$ cat config.mk
export PLATFORM = sky130hd
export DESIGN_NAME = fifo_wr_arbiter
export DESIGN_NICKNAME = d
export VERILOG_FILES = /design/src/rtl/fifo_wr_arbiter.sv
export SDC_FILE = /design/constraint.sdc
export NUM_CORES = 1
export LEC_CHECK = 0
export BUFFER_PORTS_ARGS = -buffer_cell sky130_fd_sc_hd__buf_2
export CORE_UTILIZATION = 40
export DETAILED_ROUTE_END_ITERATION = 16
export PLACE_DENSITY = 0.84
export RECOVER_POWER = 50
export SYNTH_ARGS = -nofsm -noshare
export SYNTH_HDL_FRONTEND = slang
export SYNTH_HIERARCHICAL = 1
export SYNTH_SLANG_ARGS = --single-unit
$ cat constraint.sdc
create_clock -name clk -period 3 [get_ports clk]
set_input_delay 0.45 -clock clk [delete_from_list [all_inputs] [get_ports clk]]
set_output_delay 0.45 -clock clk [all_outputs]
set_load 0.03 [all_outputs]
$ cat src/rtl/fifo_wr_arbiter.sv
// Round-robin write arbiter feeding one sync_fifo write port from NUM_REQ valid/ready producers.
// A grant is locked for up to MAX_BURST beats; writes are never attempted while the FIFO is full.

module fifo_wr_arb_lane #(
  parameter int DATA_WIDTH = 8
) (
  input  logic                  sel,
  input  logic                  valid,
  input  logic                  full,
  input  logic [DATA_WIDTH-1:0] data,
  output logic                  ready,
  output logic                  xfer,
  output logic                  drop,
  output logic [DATA_WIDTH-1:0] dout
);
  assign ready = sel & ~full;
  assign xfer  = ready & valid;
  // owner lowering valid ends the burst even while the FIFO is full
  assign drop  = sel & ~valid;
  assign dout  = xfer ? data : '0;
endmodule

module fifo_wr_arbiter #(
  parameter int NUM_REQ    = 4,
  parameter int DATA_WIDTH = 8,
  parameter int MAX_BURST  = 4,
  parameter int ID_W       = (NUM_REQ > 1) ? $clog2(NUM_REQ) : 1
) (
  input  logic                          clk,
  input  logic                          rst_n,
  input  logic [NUM_REQ-1:0]            req_valid,
  input  logic [NUM_REQ*DATA_WIDTH-1:0] req_data,
  output logic [NUM_REQ-1:0]            req_ready,
  input  logic                          fifo_full,
  output logic                          fifo_wr_en,
  output logic [DATA_WIDTH-1:0]         fifo_din,
  output logic [ID_W-1:0]               fifo_wr_src,
  output logic                          busy,
  output logic [ID_W-1:0]               grant_id
);
  localparam int CNT_W = $clog2(MAX_BURST) + 1;
  localparam logic [CNT_W-1:0] LAST_BEAT = CNT_W'(MAX_BURST - 1);

  typedef enum logic {IDLE = 1'b0, OWN = 1'b1} state_e;

  state_e           state_q, state_d;
  logic [ID_W-1:0]  owner_q, owner_d;
  logic [ID_W-1:0]  last_winner_q, last_winner_d;
  logic [CNT_W-1:0] beat_cnt_q, beat_cnt_d;

  logic [NUM_REQ-1:0]                 lane_sel, lane_xfer, lane_drop;
  logic [NUM_REQ-1:0][DATA_WIDTH-1:0] lane_dout;
  logic                               xfer, drop;
  logic [DATA_WIDTH-1:0]              din_or;

  genvar gi;
  generate
    for (gi = 0; gi < NUM_REQ; gi++) begin : g_lane
      assign lane_sel[gi] = (state_q == OWN) && (owner_q == ID_W'(gi));
      fifo_wr_arb_lane #(.DATA_WIDTH(DATA_WIDTH)) u_lane (
        .sel   (lane_sel[gi]),
        .valid (req_valid[gi]),
        .full  (fifo_full),
        .data  (req_data[gi*DATA_WIDTH +: DATA_WIDTH]),
        .ready (req_ready[gi]),
        .xfer  (lane_xfer[gi]),
        .drop  (lane_drop[gi]),
        .dout  (lane_dout[gi])
      );
    end
  endgenerate

  assign xfer = |lane_xfer;
  assign drop = |lane_drop;

  // non-owner lanes contribute zero, so an OR is the payload mux
  always_comb begin
    din_or = '0;
    for (int i = 0; i < NUM_REQ; i++) din_or = din_or | lane_dout[i];
  end

  assign fifo_wr_en  = xfer;
  assign fifo_din    = din_or;
  assign fifo_wr_src = xfer ? owner_q : '0;
  assign busy        = (state_q == OWN);
  assign grant_id    = (state_q == OWN) ? owner_q : '0;

  // cyclic search starting just after the previous winner
  logic            found;
  logic [ID_W-1:0] pick;
  logic [ID_W:0]   idx;

  always_comb begin
    found = 1'b0;
    pick  = '0;
    idx   = '0;
    for (int k = 1; k <= NUM_REQ; k++) begin
      idx = {1'b0, last_winner_q} + (ID_W+1)'(k);
      if (idx >= (ID_W+1)'(NUM_REQ)) idx = idx - (ID_W+1)'(NUM_REQ);
      if (!found && req_valid[idx[ID_W-1:0]]) begin
        found = 1'b1;
        pick  = idx[ID_W-1:0];
      end
    end
  end

  always_comb begin
    state_d       = state_q;
    owner_d       = owner_q;
    last_winner_d = last_winner_q;
    beat_cnt_d    = beat_cnt_q;
    case (state_q)
      IDLE: begin
        if (found) begin
          state_d    = OWN;
          owner_d    = pick;
          beat_cnt_d = '0;
        end
      end
      OWN: begin
        if ((xfer && (beat_cnt_q == LAST_BEAT)) || (!xfer && drop)) begin
          state_d       = IDLE;
          last_winner_d = owner_q;
          beat_cnt_d    = '0;
        end else if (xfer) begin
          beat_cnt_d = beat_cnt_q + CNT_W'(1);
        end
      end
      default: state_d = IDLE;
    endcase
  end

  always_ff @(posedge clk or negedge rst_n) begin
    if (!rst_n) begin
      state_q       <= IDLE;
      owner_q       <= '0;
      last_winner_q <= ID_W'(NUM_REQ - 1);
      beat_cnt_q    <= '0;
    end else begin
      state_q       <= state_d;
      owner_q       <= owner_d;
      last_winner_q <= last_winner_d;
      beat_cnt_q    <= beat_cnt_d;
    end
  end
endmodule
# Word level (Yosys, flattened, before mapping)
# Cells that the tools add are included.
# op_classes
add_sub_neg	9
n_lt_le_gt_ge	8
n_eq_ne	6
muxes	33
bitwise	21
n_reduce_logical	20
# op_table
operator	n
$mux 8	4
$or 8x8->8	3
$mux 2	10
$and 1x1->1	12
$ge 3x3->1 const B	4
$lt 2x3->1 const B	4
$mux 1	10
$logic_and 1x1->1	9
$mux 3	3
$bmux 1 s2	4
$reduce_or 4->1	2
$sub 2x1->2 const B	4
$add 2x2->3 const B	2
$not 1->1	6
$pmux 3 s2	1
$reduce_and 2->1	3
$eq 2x2->1 const B	2
$logic_not 1->1	4
$add 2x1->3 const B	1
$add 2x3->3 const B	1
$add 3x1->3 const B	1
$eq 3x2->1 const B	1
$ne 3x1->1 const B	1
$eq 2x1->1 const B	1
other kinds (4)	4
# word_totals
regBits	8
inputBits	39
output_inout_bits	18
elab_cells	101

# Depth between registers and ports, before layout
# Gate-level depths: netlist of the first run.
# logic_depth
depth_word	17
depth_mapped	8
mapped_depth_nobuf	7

# By module
# Netlist of the first run, hierarchy kept.
# modules_own_cells
module	n_inst	cells_per_inst	area_per_inst_um2	seq_area_each_um2
fifo_wr_arbiter	1	67	631.9	202.7
fifo_wr_arb_lane	4	12	112.6	0.0

# Least setup slack after synthesis of the first run
# No wires, ideal clock.
# synth_path
kind	register to register
start	register state_q (netlist: busy)
end	register last_winner_q[0]
setup_time_ns	0.082
arrival_time_ns	2.474
required_time_ns	2.918
setup_slack_ns	0.444
stages_incl_launch_ff	9
path_buffers	1
period_less_slack_ns	2.556
cell_sequence	dfrtp_1 > and2_1 > nor2b_1 > buf_4 > and3b_2 > nor4_4 > nor2_2 > or3_4 > mux2_4
# synth_via
elab_chain_cells	8
elab_cells_between_ends	23
cone_classes	bitwise (12); reduce/logical (11)
# synth_lines
element	line	text
from (decl)	46	state_e state_q, state_d;
from (signal assigned)	140	state_q <= state_d;
$logic_and 1x1->1 (*)	59	assign lane_sel[gi] = (state_q == OWN) && (owner_q == ID_W'(gi));
named net lane_sel[1]	51	logic [NUM_REQ-1:0] lane_sel, lane_xfer, lane_drop;
$and 1x1->1 (*)	16	assign ready = sel & ~full;
$and 1x1->1 (*)	17	assign xfer = ready & valid;
named net lane_xfer[1]	51	
$reduce_or 4->1 (*)	73	assign xfer = |lane_xfer;
$logic_not 1->1	121	if ((xfer && (beat_cnt_q == LAST_BEAT)) || (!xfer && drop)) begin
$logic_and 1x1->1	121	
$logic_or 1x1->1 (*)	121	
$reduce_and 2->1 (no source line) (*)	--	
to (signal assigned)	137	last_winner_q <= ID_W'(NUM_REQ - 1);
to (signal assigned)	142	last_winner_q <= last_winner_d;
to (decl)	48	logic [ID_W-1:0] last_winner_q, last_winner_d;
# Mark *: on every way through the listed nets, which the timed path passes. The rest lies on a longest branch.
# A chain may end at the register's enable or synchronous reset.

# Worst setup path in the final report of the first run
# layout_path
start	register state_q (netlist: busy)
end	output fifo_wr_src[0]
# layout_via
elab_chain_cells	5
elab_cells_between_ends	14
cone_classes	mux (1); bitwise (8); reduce/logical (5)
# layout_lines
element	line	text
$logic_and 1x1->1	59	
named net lane_sel[0]	51	
$and 1x1->1	16	
$and 1x1->1	17	
named net lane_xfer[0]	51	
$reduce_or 4->1	73	
$mux 2	84	assign fifo_wr_src = xfer ? owner_q : '0;
to (decl)	37	output logic [ID_W-1:0] fifo_wr_src,
# The timed path passes the listed nets, and every way through them passes these cells.

==> results_dict.tcl, run 1 <==
set metrics [dict create \
    status "finished clean" \
    start_util_pct 42.91 \
    synth_area_leader_cell "and4b_1" \
    dp_slack_ps 603.3 \
    p_seq_share_pct 22.9 \
    die_area_um2 2918 \
    crit_required_ps 2550 \
    power_frac_clock_pct 8.7 \
    setup_slack_ps 294.8 \
    synth_top_area_share_pct 29.60 \
    ant_nets 0 \
    std_cell_rows 18 \
    hold_buffers 0 \
    worst_hold_path_type "in -> async" \
    drv_slew 0 \
    cap_violations 0 \
    final_cell_mix "buf_2, and4b_1, clkbuf_1" \
    ys.flop_type "dfrtp_1" \
    grt.total_usage_pct 19.77 \
    final_common_cell "buf_2" \
    instances_no_fill 202 \
    end_kind "output port" \
    yosysUniqueCellTypes 36 \
    cts_made_buffers 3 \
    worst-r2r-cell-count 8 \
    fin_crit_sh_pct 90.17 \
    rr_startpoint "busy$_DFF_PN0_" \
    gp_congestion 0.8106 \
    setup_tns_ps 0 \
    async_reset_ff_share_pct 100.0 \
    synth_nets 156 \
    htree_levels 1 \
    comb_power_share_pct 68.4 \
    die_x_um 54.02 \
    grt-ovfl-total 0 \
    first_iter_violations 18 \
    core_um2 2522 \
    synth_seq_cells 8 \
    worst-r2r-setup-slack_ps 540 \
    switching_share_pct 49.97 \
    first_pass_iters 4 \
    drc 0 \
    cts_num_sinks 8 \
    portBuffers 56 \
    ys_warn_count 6 \
    synth.area.top_cells "and4b_1, dfrtp_1, or4_1" \
    wl_per_cell_um 13.99 \
    diodes 0 \
    rsz0062_at_grt "false" \
    fin_hold_ws_ps 104.3 \
    layout-drive-gt1-share_pct 41.86 \
    placed_cells 198 \
    cts_buffer_depth 2 \
    slew_headroom_pct 61.00 \
    finalSetupViolCount 0 \
    max_freq_mhz 369.7 \
    clockRootBuffer "clkbuf_4" \
    synth-edff-count 0 \
    cp_max_fo 11 \
    antenna_found_initial 0 \
    startpoint_type "flop" \
    arrival_ps 2260 \
    synth_cells 115 \
    min_period_ps 2705 \
    dp_hpwl_mm 2.143 \
    switchingPower_uw 513.5 \
    num_vias 1140 \
    io_pins 57 \
    hold_violations 0 \
    avgSynthCellArea_um2 9.411 \
    routed_wl_mm 2.825 \
    synthesis.area_um2 1082 \
    clk_pin_slew_ps 60 \
    post-cts-setup-buffers 0 \
    routed_via_density 5.644 \
    dieHeight_um 54.02 \
    worstMarginPinSlew_ps 583.8 \
    grt_pass1_wl_mm 4.236 \
    skew_ps 7.601 \
    r2r_end "last_winner_q[1]$_DFFE_PN1P_" \
    leakagePower_nw 0.8049 \
    p_int_uw 514.2 \
    synth_seq_area_share_pct 18.73 \
    clk-insertion-delay-late_ps 260 \
    cts_tree "built" \
    cts_resized 0 \
    crit_type "reg -> out" \
    area.growth.synth_to_final_pct 28.55 \
    final_nets 214 \
    grt_max_degree 41 \
    grt_pass1_vias 983 \
    max-vdd-ir-drop_uv 563.0 \
    power_density_nw_per_um2 738.7 \
]
## final cells by class
class / count / area [um2]
fillers: 229 / 1131
multi-input cells: 97 / 825.8
repair buffers: 58 / 280.3
flip-flops and latches: 8 / 202.7
well taps: 30 / 37.54
clock buffers: 4 / 26.28
inverters: 5 / 18.77
## worst max path at each step
stage	start	endpoint	slack (ps)
after floorplan	busy$_DFF_PN0_	last_winner_q[0]$_DFFE_PN1P_	440
after global placement	busy$_DFF_PN0_	last_winner_q[0]$_DFFE_PN1P_	680
after detailed placement	fifo_full	last_winner_q[1]$_DFFE_PN1P_	600
after CTS	busy$_DFF_PN0_	fifo_wr_src[0]	340
after global routing	busy$_DFF_PN0_	fifo_wr_src[0]	130
final	busy$_DFF_PN0_	fifo_wr_src[0]	290
## routing by layer
layer	part of all wire (%)	track usage (%)	vias to the layer above
met5	0	0	-
met4	0.14	6.838	0
met3	7.1	3.955	2
met2	47	35.60	45
met1	45	22.93	513
li1	-	-	580
## cells in the mapped netlist, types with 3 or more instances
master and n:
nor2b_1 6, and4b_1 32, buf_4 4, dfrtp_1 6, a21oi_1 4, or4_1 8
and3b_2 4, and2b_2 6, inv_1 5, nand2b_1 3
## sequential cells by signal (all words and copies together), names as in the netlist
| name | count |
|---|---|
| beat_cnt_q | 3 |
| busy | 1 |
| owner_q | 2 |
| last_winner_q | 2 |
## worst max-delay path, stage by stage (launching register included)
cell	delay, ps
dfrtp_1	460
inv_1	170
nor3_1	80
clkbuf_1	210
and3b_2	290
nor4_4	370
and2b_2	260
buf_2	170
## per-stage QoR
stage,power [mW],cell area (um2),util [%]
global route,1.114,1391,55.16
global placement,0.9312,1381,54.76
finish,1.028,1391,55.16
CTS,1.056,1408,55.80
floorplan,0.7807,1082,-
detailed placement,0.9576,1381,54.76
## logic make-up after synthesis
| logic type | Yosys count | share of synthesized area (%) |
|---|---|---|
| buffers and inverters | 10 | 4.855 |
| muxes | 5 | 5.665 |
| and+or+nand+nor | 77 | 60.46 |
| AOI/OAI and AO/OA | 13 | 7.978 |
| adders and majority gates | 2 | 2.312 |
| DFF | 8 | 18.73 |
## power by group through the flow
stage                     Sequential, mW  Clock, mW  Combinational, mW
after floorplan                    0.219          0              0.562
after global placement             0.229          0              0.702
after detailed placement           0.237          0              0.720
after CTS                          0.236     0.0956              0.724
after global routing               0.248      0.103              0.763
final                              0.235     0.0893              0.703
Power figures use the tool's default switching activity.
==> run 2: changes to the inputs <==
- PLACE_DENSITY: 0.84 -> 0.91
- SYNTH_HIERARCHICAL: 1 -> not set
==> run 2 against run 1 <==
- total power shrank 15%
- critical endpoint is now fifo_din[2]
- maximum frequency grew 3.9%
- core utilization grew 4.4 points
- critical path type unchanged
- cell count shrank 19%
- via count shrank 21%
- largest cell class unchanged
==> results_dict.tcl, run 2 <==
set metrics [dict create \
    grt.total_usage_pct 22.48 \
    instances_no_fill 164 \
    setup_tns_ps 0 \
    skew_ps 8.938 \
    clockRootBuffer "clkbuf_4" \
    p_seq_share_pct 26.6 \
    htree_levels 1 \
    largest_register_ffs 3 \
    std_cell_rows 15 \
    cp_cell_sequence "nor4b_1 -> and2_1 -> a22o_1 -> a221o_1 -> buf_2" \
    core_um2 1783 \
    cts_resized 0 \
    start_util_pct 43.93 \
    crit_required_ps 2550 \
    ant_nets 0 \
    max_freq_mhz 384.1 \
    gp_congestion 0.7558 \
    hold_violations 0 \
    synthesis.area_um2 783.3 \
    portBuffers 56 \
    io_pins 57 \
    final_common_cell "buf_2" \
    switching_share_pct 51.01 \
    avgSynthCellArea_um2 9.003 \
    cts_num_sinks 8 \
    num_vias 900 \
    diodes 0 \
    grt-ovfl-total 0 \
    crit_family "simple AND/OR/NAND/NOR gates" \
    yosysUniqueCellTypes 39 \
    clk-insertion-delay-late_ps 260 \
    area.growth.synth_to_final_pct 35.46 \
    die_x_um 46.25 \
    routed_wl_mm 2.414 \
    cts_buffer_depth 2 \
    async_reset_ff_share_pct 100.0 \
    max_stage_delay_ps 510 \
    synth-edff-count 0 \
    dp_slack_ps 705.6 \
    first_pass_iters 4 \
    final_cell_mix "buf_2, a22o_1, a221o_1" \
    first_iter_violations 15 \
    wl_per_cell_um 14.72 \
    synth_cells 87 \
    cp.depth 5 \
    cap_violations 0 \
    hold_buffers 0 \
    largest_register "beat_cnt_q" \
    switchingPower_uw 447.3 \
    top_regs "beat_cnt_q (3), last_winner_q (2), owner_q (2)" \
    end_kind "output port" \
    placed_cells 160 \
    dp_hpwl_mm 1.925 \
    grt_pass1_wl_mm 3.450 \
    cpMaxStageDelayCell "nor4b_1" \
    drc 0 \
    arrival_ps 2150 \
    comb_power_share_pct 63.0 \
    synth_area_leader_cell "dfrtp_1" \
    worst-r2r-cell-count 5 \
    status "finished clean" \
    setup_slack_ps 396.8 \
    ys_warn_count 0 \
    clk_pin_slew_ps 60 \
    power_density_nw_per_um2 826.5 \
    drv_slew 0 \
    startpoint_type "flop" \
    grt_pass1_vias 814 \
    grt_max_degree 10 \
    ys.flop_type "dfrtp_1" \
    synth.area.top_cells "dfrtp_1, a221o_1, a22o_1" \
    synth_top_area_share_pct 19.17 \
    cts_made_buffers 3 \
    synth_seq_area_share_pct 25.88 \
    power_frac_clock_pct 10.4 \
    antenna_found_initial 0 \
    crit_buf_inv 1 \
    post-cts-setup-buffers 0 \
    layout-drive-gt1-share_pct 43.88 \
    place_area_um2 1045 \
    finalSetupViolCount 0 \
    worstMarginPinSlew_ps 532.9 \
    synth_seq_cells 8 \
    slew_headroom_pct 64.34 \
    rsz0062_at_grt "false" \
    worst_hold_path_type "in -> async" \
    power_uw 876.9 \
    max-vdd-ir-drop_uv 466.0 \
    fin_area_um2 1061 \
    crit_type "reg -> out" \
    die_area_um2 2139 \
    dieHeight_um 46.25 \
    cts_tree "built" \
    fin_crit_sh_pct 86.77 \
    n_fill_cell 174 \
    leakagePower_nw 0.5691 \
    p_int_uw 429.6 \
    final_nets 181 \
    cp_max_fo 9 \
    synth_common_cells "a221o_1, a22o_1, inv_1, dfrtp_1, nand2_1" \
    min_period_ps 2603 \
    synth_nets 128 \
    routed_via_density 5.488 \
]
==> run 2: cell count changes after synthesis, sizes merged, moves of 3 or more <==
cell / before / now
and2b: 6 / 0
buf: 4 / 7
nor2b: 6 / 1
or4: 8 / 0
a22o: 1 / 8
and4b: 32 / 0
a221o: 0 / 8
and3b: 4 / 0
nand2: 2 / 6
==> run 2: final timing paths <==
check                                              from                            to  slack, ps
setup / recovery                 owner_q[0]$_DFFE_PN0P_                   fifo_din[2]        400
hold / removal                                    rst_n        owner_q[1]$_DFFE_PN0P_         90
setup reg to reg                 owner_q[0]$_DFFE_PN0P_  last_winner_q[1]$_DFFE_PN1P_        930
hold reg to reg            last_winner_q[0]$_DFFE_PN1P_  last_winner_q[0]$_DFFE_PN1P_        540
max in group asynchronous                         rst_n  last_winner_q[0]$_DFFE_PN1P_       2570
min in group clk                           req_valid[1]        owner_q[0]$_DFFE_PN0P_        540
==> run 2: cells by family (layout without fill, tap and decap cells) <==
| logic type | count (synthesis) | in the layout | synth area share [%] |
|---|---|---|---|
| AO/OA/AOI/OAI | 28 | 28 | 30.19 |
| adder cells (fa/ha/maj) | 2 | 2 | 3.194 |
| buffers and inverters | 16 | 68 | 10.38 |
| flip-flops | 8 | 8 | 25.88 |
| multiplexers | 7 | 7 | 11.34 |
| AND/OR/NAND/NOR | 26 | 26 | 19.01 |
==> run 2: power by group through the flow <==
stage	sequential (mW)	combinational, mW	clock (mW)
2_1_floorplan	0.214	0.451	0
3_3_place_gp	0.228	0.544	0
3_5_place_dp	0.233	0.562	0
4_1_cts	0.234	0.565	0.0918
5_1_grt	0.242	0.596	0.0979
6_report	0.233	0.553	0.0908
==> run 2: metrics by stage <==
| stage | hold WS, ps | utilization, % |
|---|---|---|
| 2_1_floorplan | 154.4 | - |
| 3_3_place_gp | 294.8 | 58.60 |
| 3_5_place_dp | 301.5 | 58.60 |
| 4_1_cts | 22.90 | 60.07 |
| 5_1_grt | 129.5 | 59.51 |
| 6_report | 93.38 | 59.51 |
==> run 2: metal layers <==
layer / share of wire [%] / global-route usage [%] / vias to the layer above
li1: - / - / 437
met3: 3.9 / 2.745 / 2
met2: 53 / 37.46 / 27
met4: 0.54 / 8.235 / 0
met5: 0 / 0 / -
met1: 43 / 29.50 / 434
==> run 2: area by class of cell <==
cell class	instances	area (um2)	share of cell area (%)
multi-input combinational	63	494.2	46.58
timing repair buffer	56	275.3	25.94
sequential	8	202.7	19.10
inverter	8	31.28	2.948
clock buffer	4	26.28	2.476
tap	25	31.28	2.948
==> run 2: worst register-to-register path, delay by kind of cell (launching register included) <==
kind,cells,cell delay [ps]
compound gates,2,720
mux,2,610
flops,1,550
buf+inv,1,120
